[src/rtl/sync_fifo_ext.sv]
// Single-clock FIFO with occupancy count, programmable almost-full/almost-empty,
// sticky overflow/underflow errors and selectable first-word-fall-through read.
module sync_fifo_ext #(
  parameter int WIDTH  = 32,
  parameter int ADDR   = 4,
  parameter int FWFT   = 0,
  parameter int AF_LVL = (1 << ADDR) - 2,
  parameter int AE_LVL = 2
) (
  input  logic             clk,
  input  logic             rst,
  input  logic             clr,
  input  logic             wr_en,
  input  logic [WIDTH-1:0] wdata,
  input  logic             rd_en,
  output logic [WIDTH-1:0] rdata,
  output logic             fifo_empty,
  output logic             fifo_full,
  output logic             almost_empty,
  output logic             almost_full,
  output logic [ADDR:0]    count,
  output logic             overflow,
  output logic             underflow
);

  localparam int            DEPTH  = 1 << ADDR;
  localparam logic [ADDR:0] ONE    = {{ADDR{1'b0}}, 1'b1};
  localparam logic [ADDR:0] AF_CNT = AF_LVL[ADDR:0];
  localparam logic [ADDR:0] AE_CNT = AE_LVL[ADDR:0];

  logic [WIDTH-1:0] mem_r [DEPTH];
  logic [ADDR:0]    wr_ptr_r, rd_ptr_r, count_r;
  logic             empty_r, full_r, ae_r, af_r, ovf_r, unf_r;

  logic             wr_acc_s, rd_acc_s;
  logic [ADDR:0]    wr_ptr_nxt_s, rd_ptr_nxt_s, count_nxt_s;
  logic             empty_nxt_s, full_nxt_s, ae_nxt_s, af_nxt_s, ovf_nxt_s, unf_nxt_s;

  // Accept decisions, next pointers/count and next-state flags
  always_comb begin
    wr_acc_s     = wr_en & ~full_r;
    rd_acc_s     = rd_en & ~empty_r;
    wr_ptr_nxt_s = wr_ptr_r;
    rd_ptr_nxt_s = rd_ptr_r;
    count_nxt_s  = count_r;
    if (wr_acc_s) begin
      wr_ptr_nxt_s = wr_ptr_r + ONE;
    end else begin
      wr_ptr_nxt_s = wr_ptr_r;
    end
    if (rd_acc_s) begin
      rd_ptr_nxt_s = rd_ptr_r + ONE;
    end else begin
      rd_ptr_nxt_s = rd_ptr_r;
    end
    case ({wr_acc_s, rd_acc_s})
      2'b10:   count_nxt_s = count_r + ONE;
      2'b01:   count_nxt_s = count_r - ONE;
      default: count_nxt_s = count_r;
    endcase
    // Extra wrap bit distinguishes full from empty when the low bits match
    empty_nxt_s = (wr_ptr_nxt_s == rd_ptr_nxt_s);
    full_nxt_s  = (wr_ptr_nxt_s[ADDR-1:0] == rd_ptr_nxt_s[ADDR-1:0]) &&
                  (wr_ptr_nxt_s[ADDR] != rd_ptr_nxt_s[ADDR]);
    ae_nxt_s    = (count_nxt_s <= AE_CNT);
    af_nxt_s    = (count_nxt_s >= AF_CNT);
    ovf_nxt_s   = ovf_r | (wr_en & full_r);
    unf_nxt_s   = unf_r | (rd_en & empty_r);
  end

  // Control state register; clr restores reset values and overrides everything
  always_ff @(posedge clk or negedge rst) begin
    if (!rst) begin
      wr_ptr_r <= '0;
      rd_ptr_r <= '0;
      count_r  <= '0;
      empty_r  <= 1'b1;
      full_r   <= 1'b0;
      ae_r     <= 1'b1;
      af_r     <= 1'b0;
      ovf_r    <= 1'b0;
      unf_r    <= 1'b0;
    end else if (clr) begin
      wr_ptr_r <= '0;
      rd_ptr_r <= '0;
      count_r  <= '0;
      empty_r  <= 1'b1;
      full_r   <= 1'b0;
      ae_r     <= 1'b1;
      af_r     <= 1'b0;
      ovf_r    <= 1'b0;
      unf_r    <= 1'b0;
    end else begin
      wr_ptr_r <= wr_ptr_nxt_s;
      rd_ptr_r <= rd_ptr_nxt_s;
      count_r  <= count_nxt_s;
      empty_r  <= empty_nxt_s;
      full_r   <= full_nxt_s;
      ae_r     <= ae_nxt_s;
      af_r     <= af_nxt_s;
      ovf_r    <= ovf_nxt_s;
      unf_r    <= unf_nxt_s;
    end
  end

  // Storage array, intentionally not reset
  always_ff @(posedge clk) begin
    if (wr_acc_s && !clr) begin
      mem_r[wr_ptr_r[ADDR-1:0]] <= wdata;
    end
  end

  generate
    if (FWFT != 0) begin : g_fwft
      assign rdata = mem_r[rd_ptr_r[ADDR-1:0]];
    end else begin : g_reg
      logic [WIDTH-1:0] rdata_r;
      // Registered read data, updated only on an accepted read
      always_ff @(posedge clk or negedge rst) begin
        if (!rst) begin
          rdata_r <= '0;
        end else if (clr) begin
          rdata_r <= '0;
        end else if (rd_acc_s) begin
          rdata_r <= mem_r[rd_ptr_r[ADDR-1:0]];
        end else begin
          rdata_r <= rdata_r;
        end
      end
      assign rdata = rdata_r;
    end
  endgenerate

  assign fifo_empty   = empty_r;
  assign fifo_full    = full_r;
  assign almost_empty = ae_r;
  assign almost_full  = af_r;
  assign count        = count_r;
  assign overflow     = ovf_r;
  assign underflow    = unf_r;

endmodule

[config.mk]
export PLATFORM = sky130hd
export DESIGN_NAME = sync_fifo_ext
export DESIGN_NICKNAME = d
export VERILOG_FILES = /design/src/rtl/sync_fifo_ext.sv
export SDC_FILE = /design/constraint.sdc
export NUM_CORES = 1
export LEC_CHECK = 0
export CELL_PAD_IN_SITES_DETAIL_PLACEMENT = 0
export CELL_PAD_IN_SITES_GLOBAL_PLACEMENT = 1
export CORE_MARGIN = 2
export CORE_UTILIZATION = 55
export DETAILED_ROUTE_END_ITERATION = 12
export DONT_BUFFER_PORTS = 1
export MAX_ROUTING_LAYER = met4
export PLACE_DENSITY_LB_ADDON = 0.2
export REMOVE_ABC_BUFFERS = 1
export SLEW_MARGIN = 40
export SYNTH_ARGS = -nofsm -noshare
export SYNTH_HDL_FRONTEND = slang
export SYNTH_SLANG_ARGS = --single-unit
[constraint.sdc]
create_clock -name clk -period 5.7 [get_ports clk]
set_input_delay 1.14 -clock clk [delete_from_list [all_inputs] [get_ports clk]]
set_output_delay 1.14 -clock clk [all_outputs]
set_load 0.005 [all_outputs]
==> results by group, run 1 <==
Outcome
  • Status: complete, no violations

Synth
  • Most frequent cell after synthesis: edfxtp_1
  • Sequential element share of the synthesized area: 77.2%
  • Ys Warns: 0
  • Cell Area, Synth: 21600 sq um
  • Cells after synthesis: 994
  • Syn avg cell area: 21.8 sq um
  • Synth top cells by count: edfxtp_1 (512), mux4_2 (128), dfrtp_1 (51)
  • Synth area leader: edfxtp_1
  • Yosys reg bits: 565
  • Multiplexer share of the synthesized area: 13.4%
  • Simple-gate share of the synthesized area: 2.04%
  • Async set or reset register ratio after synthesis: 9.38%
  • Largest family of logic cells by synthesized area: multiplexers
  • Top cell type's share of synthesized area: 71.1%
  • Synth Area in XOR/XNOR: 0.769%
  • Top FF cell, synth: edfxtp_1
  • Compound-Gate Fraction of Synth Area: 4.60%
  • Cell variety after synth: 38
  • Number of enable flip-flop cells after synthesis: 512
  • Top cells by area, synth: edfxtp_1 (71%), mux4_2 (13%), dfrtp_1 (5.9%)
  • Post-synthesis adder-cell area fraction: 0.463%

Setup path
  • Critical Path AT: 3.08 ns
  • CP Launch Point: wr_en
  • Setup CP Type: input pin to register
  • Endpoint type of the worst setup path: register
  • Worst r2r src: rd_ptr_r[0]
  • Worst EP required: 5.95 ns
  • Worst setup SP type: input pin
  • Crit-path max FO: 18

Clock network
  • Max Buffers Root-to-Sink: 3
  • CTS Hold Bufs: 0
  • Cts repair resizes: 0
  • Worst-skew pair later-pin latency: 0.59 ns
  • CTS clock-pin slew for the worst setup and hold paths: 0.06 ns
  • Setup bufs post-CTS: 0
  • Root buf cell: clkbuf_16
  • H-tree levels: 2
  • CTS tree: built
  • CTS buffer count: 56
  • CTS sink count: 565

Floorplan
  • Core ar.: 38700 sq um
  • Initial Util: 55.8%
  • FP Rows: 72
  • Die ar.: 40900 sq um
  • I/O pin count: 80
  • Horiz. Die Dim: 202 um
  • Die Height: 202 um

Global routing
  • GRT overflow: 0
  • Largest net degree at the start of global routing: 68
  • First-pass GRT wire length: 65500 um
  • Vias in the first global route: 10613
  • Total GRT Usage: 22.1%
  • Initial antenna violation count: 0

Hold path
  • HP Class: input pin to asynchronous set/reset pin

Power
  • Leak: 7.80 nW
  • Worst vdd ir: 0.234 mV
  • Power density cells: 357 nW/um^2
  • Total power: 8.79 mW

Routing
  • Initial detailed-routing violation count: 737
  • DRT Pass-1 Iters: 7
  • Remaining antenna violation count: 0
  • DR WL/cell: 26.2 um
  • Vias post-DR: 9763
  • Number of remaining DRC errors: 0
  • Via/cell ratio: 6.09
  • Drt total wl: 41900 um

Timing
  • Final worst-path cycle share: 49.6%
  • Final WS setup: 2.87 ns
  • Worst-Margin Slew: 0.825 ns
  • Final hold viol count: 0
  • Final Setup Violations: 0
  • Fmax: 0.354 GHz
  • Clock skew: 0.00694 ns
  • Min Tclk post-route: 2.83 ns
  • Slew Limit Fails: 0
  • RSZ-0062 raised after global routing: false
  • Slew HR: 44.9%
  • Final hold slack: 0.242 ns

Cells and area
  • Nets: 1083
  • Multi-input logic area: 4760 sq um
  • Finished Layout Cells: 1603
  • Share of cells above drive strength 1: 28.1%
  • Fillers: 2618
  • Sequential Area: 16700 sq um
  • Antenna Cells: 0
  • Area growth from synthesis to layout: 13.8%

Run
  • Max_cap viols: 0

Placement
  • Placer Congestion: 0.725
  • PortBufs: 0
  • Final HPWL DP: 26500 um
  • Number of placed instances, taps included: 1498
  • Pre-CTS WS: 2.18 ns
==> kinds of logic (layout without fill, tap and decap cells) <==
| kind of cell | Yosys count | in the layout |
|---|---|---|
| compound gates | 109 | 109 |
| fa+ha+maj | 8 | 8 |
| buf+inv | 62 | 153 |
| simple gates | 101 | 101 |
| flops | 565 | 565 |
| xor+xnor | 19 | 19 |
| mux | 130 | 130 |
==> sequential cells by signal, indices dropped and copies added (netlist names) <==
signal and count:
almost_empty 1, almost_full 1, count 5, fifo_empty 1, fifo_full 1, mem_r 512
overflow 1, rd_ptr_r 5, rdata 32, underflow 1, wr_ptr_r 5
==> routing by layer <==
layer	GRT usage (%)	vias up	wire length, um
met3	3.95	51	2060
met1	31.0	5232	18500
met4	4.80	0	672
li1	-	4234	-
met2	34.7	246	20700
met5	-	-	0
==> cell usage in the layout (no fill, tap or decap), types with 3 or more instances in the layout <==
cell and count:
buf_8 13, ha_1 8, xor2_1 10, clkbuf_1 21, nand2b_1 4, nor2_4 14
bufinv_16 3, mux4_2 128, clkinv_1 7, buf_16 12, clkinv_2 6, nand2_1 41
nor2_1 20, o21ai_1 32, a21oi_1 4, nand4_1 3, clkbuf_16 58, a22o_1 32
nand3b_1 3, nor3_2 4, inv_1 5, dfrtp_1 49, edfxtp_1 512, buf_4 17
a221oi_2 30, xnor2_1 9, clkbuf_8 7
==> stage by stage <==
stage                     TNS, ns  utilization, %  cell area (sq um)
after floorplan            -20.50               -              21300
after global placement          0            57.5              22300
after detailed placement        0            58.9              22800
after CTS                       0            63.5              24600
after global routing            0            63.5              24600
final                           0            63.5              24600
==> where the power goes <==
part           total [mW]  internal [mW]  switching, mW  leakage (nW)
Sequential           4.67           4.59         0.0788          5.33
Combinational       0.555          0.303          0.252          1.59
Clock                3.57           2.10           1.47         0.878
Total                8.79           6.99           1.81          7.80
==> worst max-delay path, stage by stage <==
cell,delay (ns)
nor2b_1,0.21
inv_1,0.15
nor2_1,0.27
nand2_1,0.29
nor2_4,0.53
buf_4,0.44
==> path summary, 6_finish.rpt <==
path | endpoint | slack, ns | cells past startpoint
hold / removal | rd_ptr_r[4] | 0.24 | 0
max in group asynchronous | almost_empty | 5.28 | 0
min in group clk | rdata[0] | 0.51 | 2
setup / recovery | mem_r[11][26] | 2.87 | 6
hold reg to reg | rdata[0] | 0.51 | 2
setup reg to reg | rdata[10] | 2.92 | 5
==> area by class of cell <==
| cell class | instances | area share (%) |
|---|---|---|
| multi-input cells | 367 | 19.3 |
| well taps | 518 | 2.63 |
| repair buffers | 43 | 2.73 |
| inverters | 5 | 0.0763 |
| clock buffers | 86 | 6.61 |
| flip-flops and latches | 565 | 67.9 |
| clock inverters | 19 | 0.727 |
Note: power is estimated with default switching activity, not from simulation.
==> inputs of run 2 (changes only) <==
--- a/config.mk
+++ b/config.mk
@@ -8,7 +8,7 @@
 export CELL_PAD_IN_SITES_DETAIL_PLACEMENT = 0
 export CELL_PAD_IN_SITES_GLOBAL_PLACEMENT = 1
 export CORE_MARGIN = 2
-export CORE_UTILIZATION = 55
+export CORE_UTILIZATION = 51
 export DETAILED_ROUTE_END_ITERATION = 12
 export DONT_BUFFER_PORTS = 1
 export MAX_ROUTING_LAYER = met4
==> constraint.sdc (replaced) <==
create_clock -name clk -period 2.38 [get_ports clk]
set_input_delay 0.476 -clock clk [delete_from_list [all_inputs] [get_ports clk]]
set_output_delay 0.476 -clock clk [all_outputs]
set_load 0.005 [all_outputs]
==> run 2 against run 1 <==
Net effect: first-iteration DRC count up 52%; routed wire length grew 13%; clock power grew 140%; global-route usage is 0.97 points higher; register-to-register slack got worse by 2.7 ns; clock-buffer cell count rose by 1; worst hold slack worse by 0.20 ns; final cell count up 5.7%; critical endpoint is now almost_full; clock skew rose by 0.011 ns; sequential power increased by 140%; largest cell class unchanged; sequential share of layout area decreased by 2.1 points; highest routed layer unchanged; via count rose by 4.9%.
==> results by group, run 2 (same netlist as run 1, synthesis figures left out) <==
Routing
  • Vias post-DR: 10239 (was 9763)
  • DRT Pass-1 Iters: 5 (was 7)
  • Remaining antenna violation count: 0 (unchanged)
  • Drt total wl: 47200 um (was 41900 um)
  • Initial detailed-routing violation count: 1119 (was 737)
  • DR WL/cell: 27.8 um (was 26.2 um)
  • Number of remaining DRC errors: 0 (unchanged)
  • Via/cell ratio: 6.04 (was 6.09)

Timing
  • Clock skew: 0.0184 ns (was 0.00694 ns)
  • Final worst-path cycle share: 92.1%
  • RSZ-0062 raised after global routing: false (unchanged)
  • Sum Neg Setup Slack: 0 ns (unchanged)
  • Worst-Margin Slew: 0.751 ns (was 0.825 ns)
  • Slew Limit Fails: 0 (unchanged)
  • Min Tclk post-route: 2.19 ns
  • Final hold viol count: 0 (unchanged)
  • Fmax: 0.456 GHz
  • Slew HR: 49.7% (was 44.9%)
  • Final Setup Violations: 0 (unchanged)

Clock network
  • CTS sink count: 565 (unchanged)
  • H-tree levels: 2 (unchanged)
  • CTS clock-pin slew for the worst setup and hold paths: 0.06 ns (about the same)
  • Worst-skew pair later-pin latency: 0.60 ns (was 0.59 ns)
  • Setup bufs post-CTS: 0 (unchanged)
  • CTS buffer count: 57 (was 56)
  • CTS tree: built (unchanged)
  • Max Buffers Root-to-Sink: 3 (unchanged)
  • Root buf cell: clkbuf_16 (unchanged)

Global routing
  • Initial antenna violation count: 0 (unchanged)
  • GRT overflow: 0 (unchanged)
  • Met3 Usage GRT: 3.19% (was 3.95%)
  • Largest net degree at the start of global routing: 54 (was 68)
  • Gr busiest metal: met2 (unchanged)
  • Met2 Use GR: 34.7% (about the same)
  • Total GRT Usage: 23.1% (was 22.1%)
  • M1 GR Usage: 34.0% (was 31.0%)
  • Vias in the first global route: 10686 (was 10613)
  • First-pass GRT wire length: 71100 um (was 65500 um)

Placement
  • Number of placed instances, taps included: 1555 (was 1498)
  • PortBufs: 0 (unchanged)
  • Final HPWL DP: 27900 um (was 26500 um)
  • Placer Congestion: 0.761 (was 0.725)

Setup path
  • Worst EP required: 2.81 ns (was 5.95 ns)
  • Endpoint type of the worst setup path: register (unchanged)
  • Top cell family by delay on the critical path: flip-flops (was simple AND/OR/NAND/NOR gates)
  • Cell breakdown of the critical path: nor2b_1 -> ha_1 -> xor2_1 -> ha_1 -> a211oi_1 -> o21ai_0 -> xnor2_1 -> o32ai_1 (was nor2b_1 -> inv_1 -> nor2_1 -> nand2_1 -> nor2_4 -> buf_4)
  • Worst setup SP type: register (was input pin)
  • Worst stage delay on the critical path: 0.56 ns (was 0.53 ns)
  • Reg-to-reg slack, setup: 0.19 ns (was 2.92 ns)
  • Setup CP Type: register to register (was input pin to register)
  • Crit-path slowest cell: dfstp_2 (was nor2_4)
  • Crit-path max FO: 4 (was 18)
  • CP Buf/Inv Count: 0 (was 2)
  • Critical Path AT: 2.62 ns (was 3.08 ns)
  • Worst path most repeated cell: ha_1

Cells and area
  • Most common cell after layout, fill and taps aside: edfxtp_1 (unchanged)
  • Share of cells above drive strength 1: 29.5% (was 28.1%)
  • Fillers: 2912 (was 2618)
  • Max FFs per register: 512 (unchanged)
  • Nets: 1155 (was 1083)
  • Finished Layout Cells: 1695 (was 1603)
  • Antenna Cells: 0 (unchanged)
  • Most frequent cells in the layout: edfxtp_1 (512), mux4_2 (128), clkbuf_16 (58) (unchanged)
  • Area growth from synthesis to layout: 17.4% (was 13.8%)

Floorplan
  • Horiz. Die Dim: 210 um (was 202 um)
  • Initial Util: 51.6% (was 55.8%)
  • Core ar.: 41900 sq um (was 38700 sq um)
  • I/O pin count: 80 (unchanged)
  • FP Rows: 75 (was 72)
  • Die ar.: 44100 sq um (was 40900 sq um)
  • Die Height: 210 um (was 202 um)

Power
  • Leak: 8.13 nW (was 7.80 nW)
  • Power density cells: 842 nW/um^2 (was 357 nW/um^2)
  • Worst vdd ir: 0.515 mV (was 0.234 mV)

Run
  • Max_cap viols: 0 (unchanged)

Hold path
  • HP Class: input pin to register (was input pin to asynchronous set/reset pin)

Outcome
  • Status: complete, no violations (unchanged)
==> run 2: report_power, final <==
| part | leakage [nW] | switching, mW | internal, mW | total, mW |
|---|---|---|---|---|
| Combinational | 1.93 | 0.901 | 0.900 | 1.80 |
| Sequential | 5.33 | 0.122 | 11.0 | 11.1 |
| Clock | 0.865 | 3.58 | 4.89 | 8.47 |
| Total | 8.13 | 4.61 | 16.8 | 21.4 |
==> run 2: area by class of cell <==
cell class,instances,area [sq um],share of cell area [%]
clock buffers,87,1620,6.38
clock inverters,18,148,0.581
repair buffers,114,1470,5.78
inverters,5,18.8,0.0739
well taps,539,674,2.66
flip-flops and latches,565,16700,65.8
multi-input cells,367,4750,18.7
==> run 2: path summary, 6_finish.rpt <==
kind | start | to | cells after the start
min in group asynchronous | rst | rdata[2] | 2
max in group asynchronous | rst | fifo_empty | 2
min reg2reg | rdata[23] | rdata[23] | 2
min | wr_en | overflow | 2
max reg2reg | fifo_empty | almost_full | 8
max | fifo_empty | almost_full | 8
==> run 2: repair_timing <==
action	in CTS	in global routing
hold buffers	35	0
hold endpoints to repair	584	0
gates resized for setup	0	1
setup endpoints to repair	0	2
==> run 2: per-layer routing <==
| metal | wire length [um] | part of all wire (%) |
|---|---|---|
| met4 | 920 | 2.0 |
| met2 | 22500 | 48 |
| met3 | 2410 | 5.1 |
| met5 | 0 | 0 |
| met1 | 21300 | 45 |
==> run 2: stage by stage <==
stage / utilization, % / cell area (sq um) / hold slack (ns) / total power [mW] / setup WS, ns
2_1_floorplan: - / 21300 / 0.180 / 12.6 / -4.01
3_3_place_gp: 55.4 / 23200 / 0.182 / 13.0 / 0.141
3_5_place_dp: 55.4 / 23300 / 0.182 / 13.0 / 0.145
4_1_cts: 60.5 / 25400 / 0.0122 / 21.6 / 0.146
5_1_grt: 60.5 / 25400 / 0.0292 / 22.1 / 0.0282
6_report: 60.5 / 25400 / 0.0470 / 21.4 / 0.188
==> inputs of run 3 (changes only) <==
--- a/config.mk
+++ b/config.mk
@@ -5,16 +5,18 @@
 export SDC_FILE = /design/constraint.sdc
 export NUM_CORES = 1
 export LEC_CHECK = 0
+export ABC_AREA = 1
+export ABC_CLOCK_PERIOD_IN_PS = 2380
 export CELL_PAD_IN_SITES_DETAIL_PLACEMENT = 0
 export CELL_PAD_IN_SITES_GLOBAL_PLACEMENT = 1
 export CORE_MARGIN = 2
-export CORE_UTILIZATION = 51
+export CORE_UTILIZATION = 47
 export DETAILED_ROUTE_END_ITERATION = 12
 export DONT_BUFFER_PORTS = 1
 export MAX_ROUTING_LAYER = met4
 export PLACE_DENSITY_LB_ADDON = 0.2
 export REMOVE_ABC_BUFFERS = 1
-export SLEW_MARGIN = 40
+export SLEW_MARGIN = 30
 export SYNTH_ARGS = -nofsm -noshare
 export SYNTH_HDL_FRONTEND = slang
 export SYNTH_SLANG_ARGS = --single-unit
==> run 3 against run 2 <==
Net effect: setup slack improved by 0.17 ns; first-iteration DRC count grew 0.71%; critical path type unchanged; synthesized cell count is 79% higher; clock power fell by 2.8%; via count rose by 35%.
==> results by group, run 3 <==
Outcome
  • Status: complete, no violations (unchanged)

Setup path
  • Crit-path slowest cell: dfstp_2 (unchanged)
  • Reg-to-reg slack, setup: 0.35 ns (was 0.19 ns)
  • Setup CP Type: register to register (unchanged)
  • Crit-path max FO: 6 (was 4)
  • Endpoint type of the worst setup path: register (unchanged)
  • Worst R2R Path Depth: 11 (was 8)
  • Top cell family by delay on the critical path: flip-flops (unchanged)
  • Worst EP required: 2.91 ns (was 2.81 ns)
  • CP Buf/Inv Count: 1 (was 0)
  • Worst path most repeated cell: nor2_1 (was ha_1)
  • Cell breakdown of the critical path: nor2_2 -> ha_1 -> nand2_1 -> inv_1 -> nor2_1 -> ha_1 -> mux2i_1 -> nor2_1 -> nor2_1 -> nand2_1 -> o21bai_1 (was nor2b_1 -> ha_1 -> xor2_1 -> ha_1 -> a211oi_1 -> o21ai_0 -> xnor2_1 -> o32ai_1)
  • Critical Path AT: 2.56 ns (was 2.62 ns)
  • Critical path depth: 11 (was 8)
  • Worst setup SP type: register (unchanged)
  • Worst stage delay on the critical path: 0.56 ns (about the same)

Timing
  • Final hold viol count: 0 (unchanged)
  • Clock skew: 0.00766 ns (was 0.0184 ns)
  • Slew HR: 55.1% (was 49.7%)
  • Final worst-path cycle share: 85.1% (was 92.1%)
  • Worst-Margin Slew: 0.671 ns (was 0.751 ns)
  • Final WS setup: 0.354 ns (was 0.188 ns)
  • Min Tclk post-route: 2.03 ns (was 2.19 ns)
  • RSZ-0062 raised after global routing: false (unchanged)
  • Slew Limit Fails: 0 (unchanged)
  • Fmax: 0.494 GHz (was 0.456 GHz)
  • Final Setup Violations: 0 (unchanged)
  • Sum Neg Setup Slack: 0 ns (unchanged)

Cells and area
  • Max FFs per register: 512 (unchanged)
  • Area growth from synthesis to layout: 14.6% (was 17.4%)
  • Fillers: 3943 (was 2912)
  • Finished Layout Cells: 2487 (was 1695)
  • Sequential Area: 16700 sq um (about the same)
  • Nets: 1869 (was 1155)
  • Share of cells above drive strength 1: 8.68% (was 29.5%)
  • Multi-input logic area: 5160 sq um (was 4750 sq um)
  • Most frequent cells in the layout: edfxtp_1 (512), nor2_1 (346), o21ai_0 (223) (was edfxtp_1 (512), mux4_2 (128), clkbuf_16 (58))
  • Final core utilization: 54.2% (was 60.5%)
  • Most common cell after layout, fill and taps aside: edfxtp_1 (unchanged)

Synth
  • Most frequent cell after synthesis: edfxtp_1 (unchanged)
  • Cell variety after synth: 29 (was 38)
  • Async set or reset register ratio after synthesis: 9.38% (unchanged)
  • Cells after synthesis: 1777 (was 994)
  • Sequential element share of the synthesized area: 74.6% (was 77.2%)
  • Ys Warns: 0 (unchanged)
  • Top cell type's share of synthesized area: 68.6% (was 71.1%)
  • Yosys reg bits: 565 (unchanged)
  • Number of enable flip-flop cells after synthesis: 512 (unchanged)
  • Syn avg cell area: 12.6 sq um (was 21.8 sq um)
  • Top cells by area, synth: edfxtp_1 (69%), nor2_1 (6.0%), dfrtp_1 (5.7%) (was edfxtp_1 (71%), mux4_2 (13%), dfrtp_1 (5.9%))
  • Largest family of logic cells by synthesized area: simple AND/OR/NAND/NOR gates (was multiplexers)
  • Synth top cells by count: edfxtp_1 (512), nor2_1 (357), o21ai_0 (223) (was edfxtp_1 (512), mux4_2 (128), dfrtp_1 (51))
  • Top FF cell, synth: edfxtp_1 (unchanged)
  • Synth Area in XOR/XNOR: 0.547% (was 0.769%)
  • Synth area leader: edfxtp_1 (unchanged)
  • Simple-gate share of the synthesized area: 11.6% (was 2.04%)
  • Compound-Gate Fraction of Synth Area: 9.88% (was 4.60%)
  • Multiplexer share of the synthesized area: 0.0447% (was 13.4%)
  • Cell Area, Synth: 22400 sq um (was 21600 sq um)
  • Post-synthesis adder-cell area fraction: 0.447% (was 0.463%)

Clock network
  • CTS tree: built (unchanged)
  • Worst-skew pair later-pin latency: 0.61 ns (was 0.60 ns)
  • CTS clock-pin slew for the worst setup and hold paths: 0.05 ns (was 0.06 ns)
  • CTS buffer count: 57 (unchanged)
  • Root buf cell: clkbuf_16 (unchanged)
  • H-tree levels: 2 (unchanged)
  • Max Buffers Root-to-Sink: 3 (unchanged)
  • CTS sink count: 565 (unchanged)

Routing
  • Initial detailed-routing violation count: 1127 (was 1119)
  • Drt total wl: 52700 um (was 47200 um)
  • Vias post-DR: 13808 (was 10239)
  • Number of remaining DRC errors: 0 (unchanged)
  • Remaining antenna violation count: 0 (unchanged)
  • Via/cell ratio: 5.55 (was 6.04)
  • DR WL/cell: 21.2 um (was 27.8 um)
  • DRT Pass-1 Iters: 5 (unchanged)

Floorplan
  • I/O pin count: 80 (unchanged)
  • Core ar.: 47300 sq um (was 41900 sq um)
  • FP Rows: 80 (was 75)
  • Die Height: 222 um (was 210 um)
  • Initial Util: 47.3% (was 51.6%)
  • Die ar.: 49400 sq um (was 44100 sq um)
  • Horiz. Die Dim: 222 um (was 210 um)

Power
  • Power density cells: 819 nW/um^2 (was 842 nW/um^2)
  • Total power: 21.0 mW (was 21.4 mW)
  • Switching share of power: 22.9% (was 21.5%)
  • Worst vdd ir: 0.453 mV (was 0.515 mV)
  • Combinational Power Share: 8.1% (was 8.4%)
  • Sequential share of power: 52.8% (was 52.0%)
  • Leak: 8.81 nW (was 8.13 nW)
  • Clock Power Share: 39.1% (was 39.6%)
  • P_int: 16.2 mW (was 16.8 mW)
  • Sw power: 4.82 mW (was 4.61 mW)

Placement
  • PortBufs: 0 (unchanged)
  • Number of placed instances, taps included: 2345 (was 1555)
  • Placer Congestion: 0.806 (was 0.761)
  • Final HPWL DP: 29300 um (was 27900 um)
  • Pre-CTS WS: 0.357 ns (was 0.145 ns)

Global routing
  • Initial antenna violation count: 5 (was 0)
  • GRT overflow: 0 (unchanged)
  • First-pass GRT wire length: 81500 um (was 71100 um)
  • Vias in the first global route: 13492 (was 10686)
  • Total GRT Usage: 22.3% (was 23.1%)
  • Largest net degree at the start of global routing: 67 (was 54)

Hold path
  • HP Class: input pin to register (unchanged)
  • WHS Path Cells: 2 (unchanged)

Run
  • Max_cap viols: 0 (unchanged)
run 3: cell type report:
| type | instances | share of cell area [%] |
|---|---|---|
| diodes | 5 | 0.0487 |
| clock buffers | 84 | 6.16 |
| clock inverters | 18 | 0.434 |
| inverters | 27 | 0.414 |
| multi-input cells | 1077 | 20.1 |
| flip-flops and latches | 565 | 65.1 |
| well taps | 615 | 3.00 |
| repair buffers | 96 | 4.73 |
run 3: logic make-up after synthesis:
family | after synthesis
flops | 565
xor+xnor | 14
mux | 1
buf+inv | 135
fa+ha+maj | 8
compound gates | 394
simple gates | 660
run 3: path summary, 6_finish.rpt:
check | from | end
max in group asynchronous | rst | almost_empty
min in group asynchronous | rst | rdata[8]
setup / recovery | fifo_empty | almost_empty
hold / removal | wr_en | overflow
setup reg to reg | fifo_empty | almost_empty
hold reg to reg | rdata[11] | rdata[11]
run 3: repair_timing:
action                                  in CTS  in global routing
gates resized for setup                      0                  0
endpoints found under the setup margin       0                  0
buffers inserted                             0                  0
hold buffers                                35                  0
endpoints found under the hold margin      581                  0
run 3: power groups by stage:
| stage | Clock [mW] | Sequential, mW | Combinational (mW) |
|---|---|---|---|
| after floorplan | 0 | 11.4 | 0.903 |
| after global placement | 0 | 11.3 | 1.51 |
| after detailed placement | 0 | 11.3 | 1.52 |
| after CTS | 8.41 | 11.1 | 1.72 |
| after global routing | 8.73 | 11.1 | 1.93 |
| final | 8.23 | 11.1 | 1.71 |
run 3: routing by layer:
layer	up-vias	share of wire, %	global-route usage (%)
met1	6863	46	31.1
li1	6514	-	-
met4	0	2.1	5.89
met2	367	47	34.6
met5	-	0	-
met3	64	5.5	3.25
run 3: metrics by stage:
stage                     hold slack, ns  cell area (sq um)
after floorplan                    0.180              21800
after global placement             0.182              23600
after detailed placement           0.182              23600
after CTS                        0.00865              25700
after global routing              0.0470              25700
final                             0.0413              25700
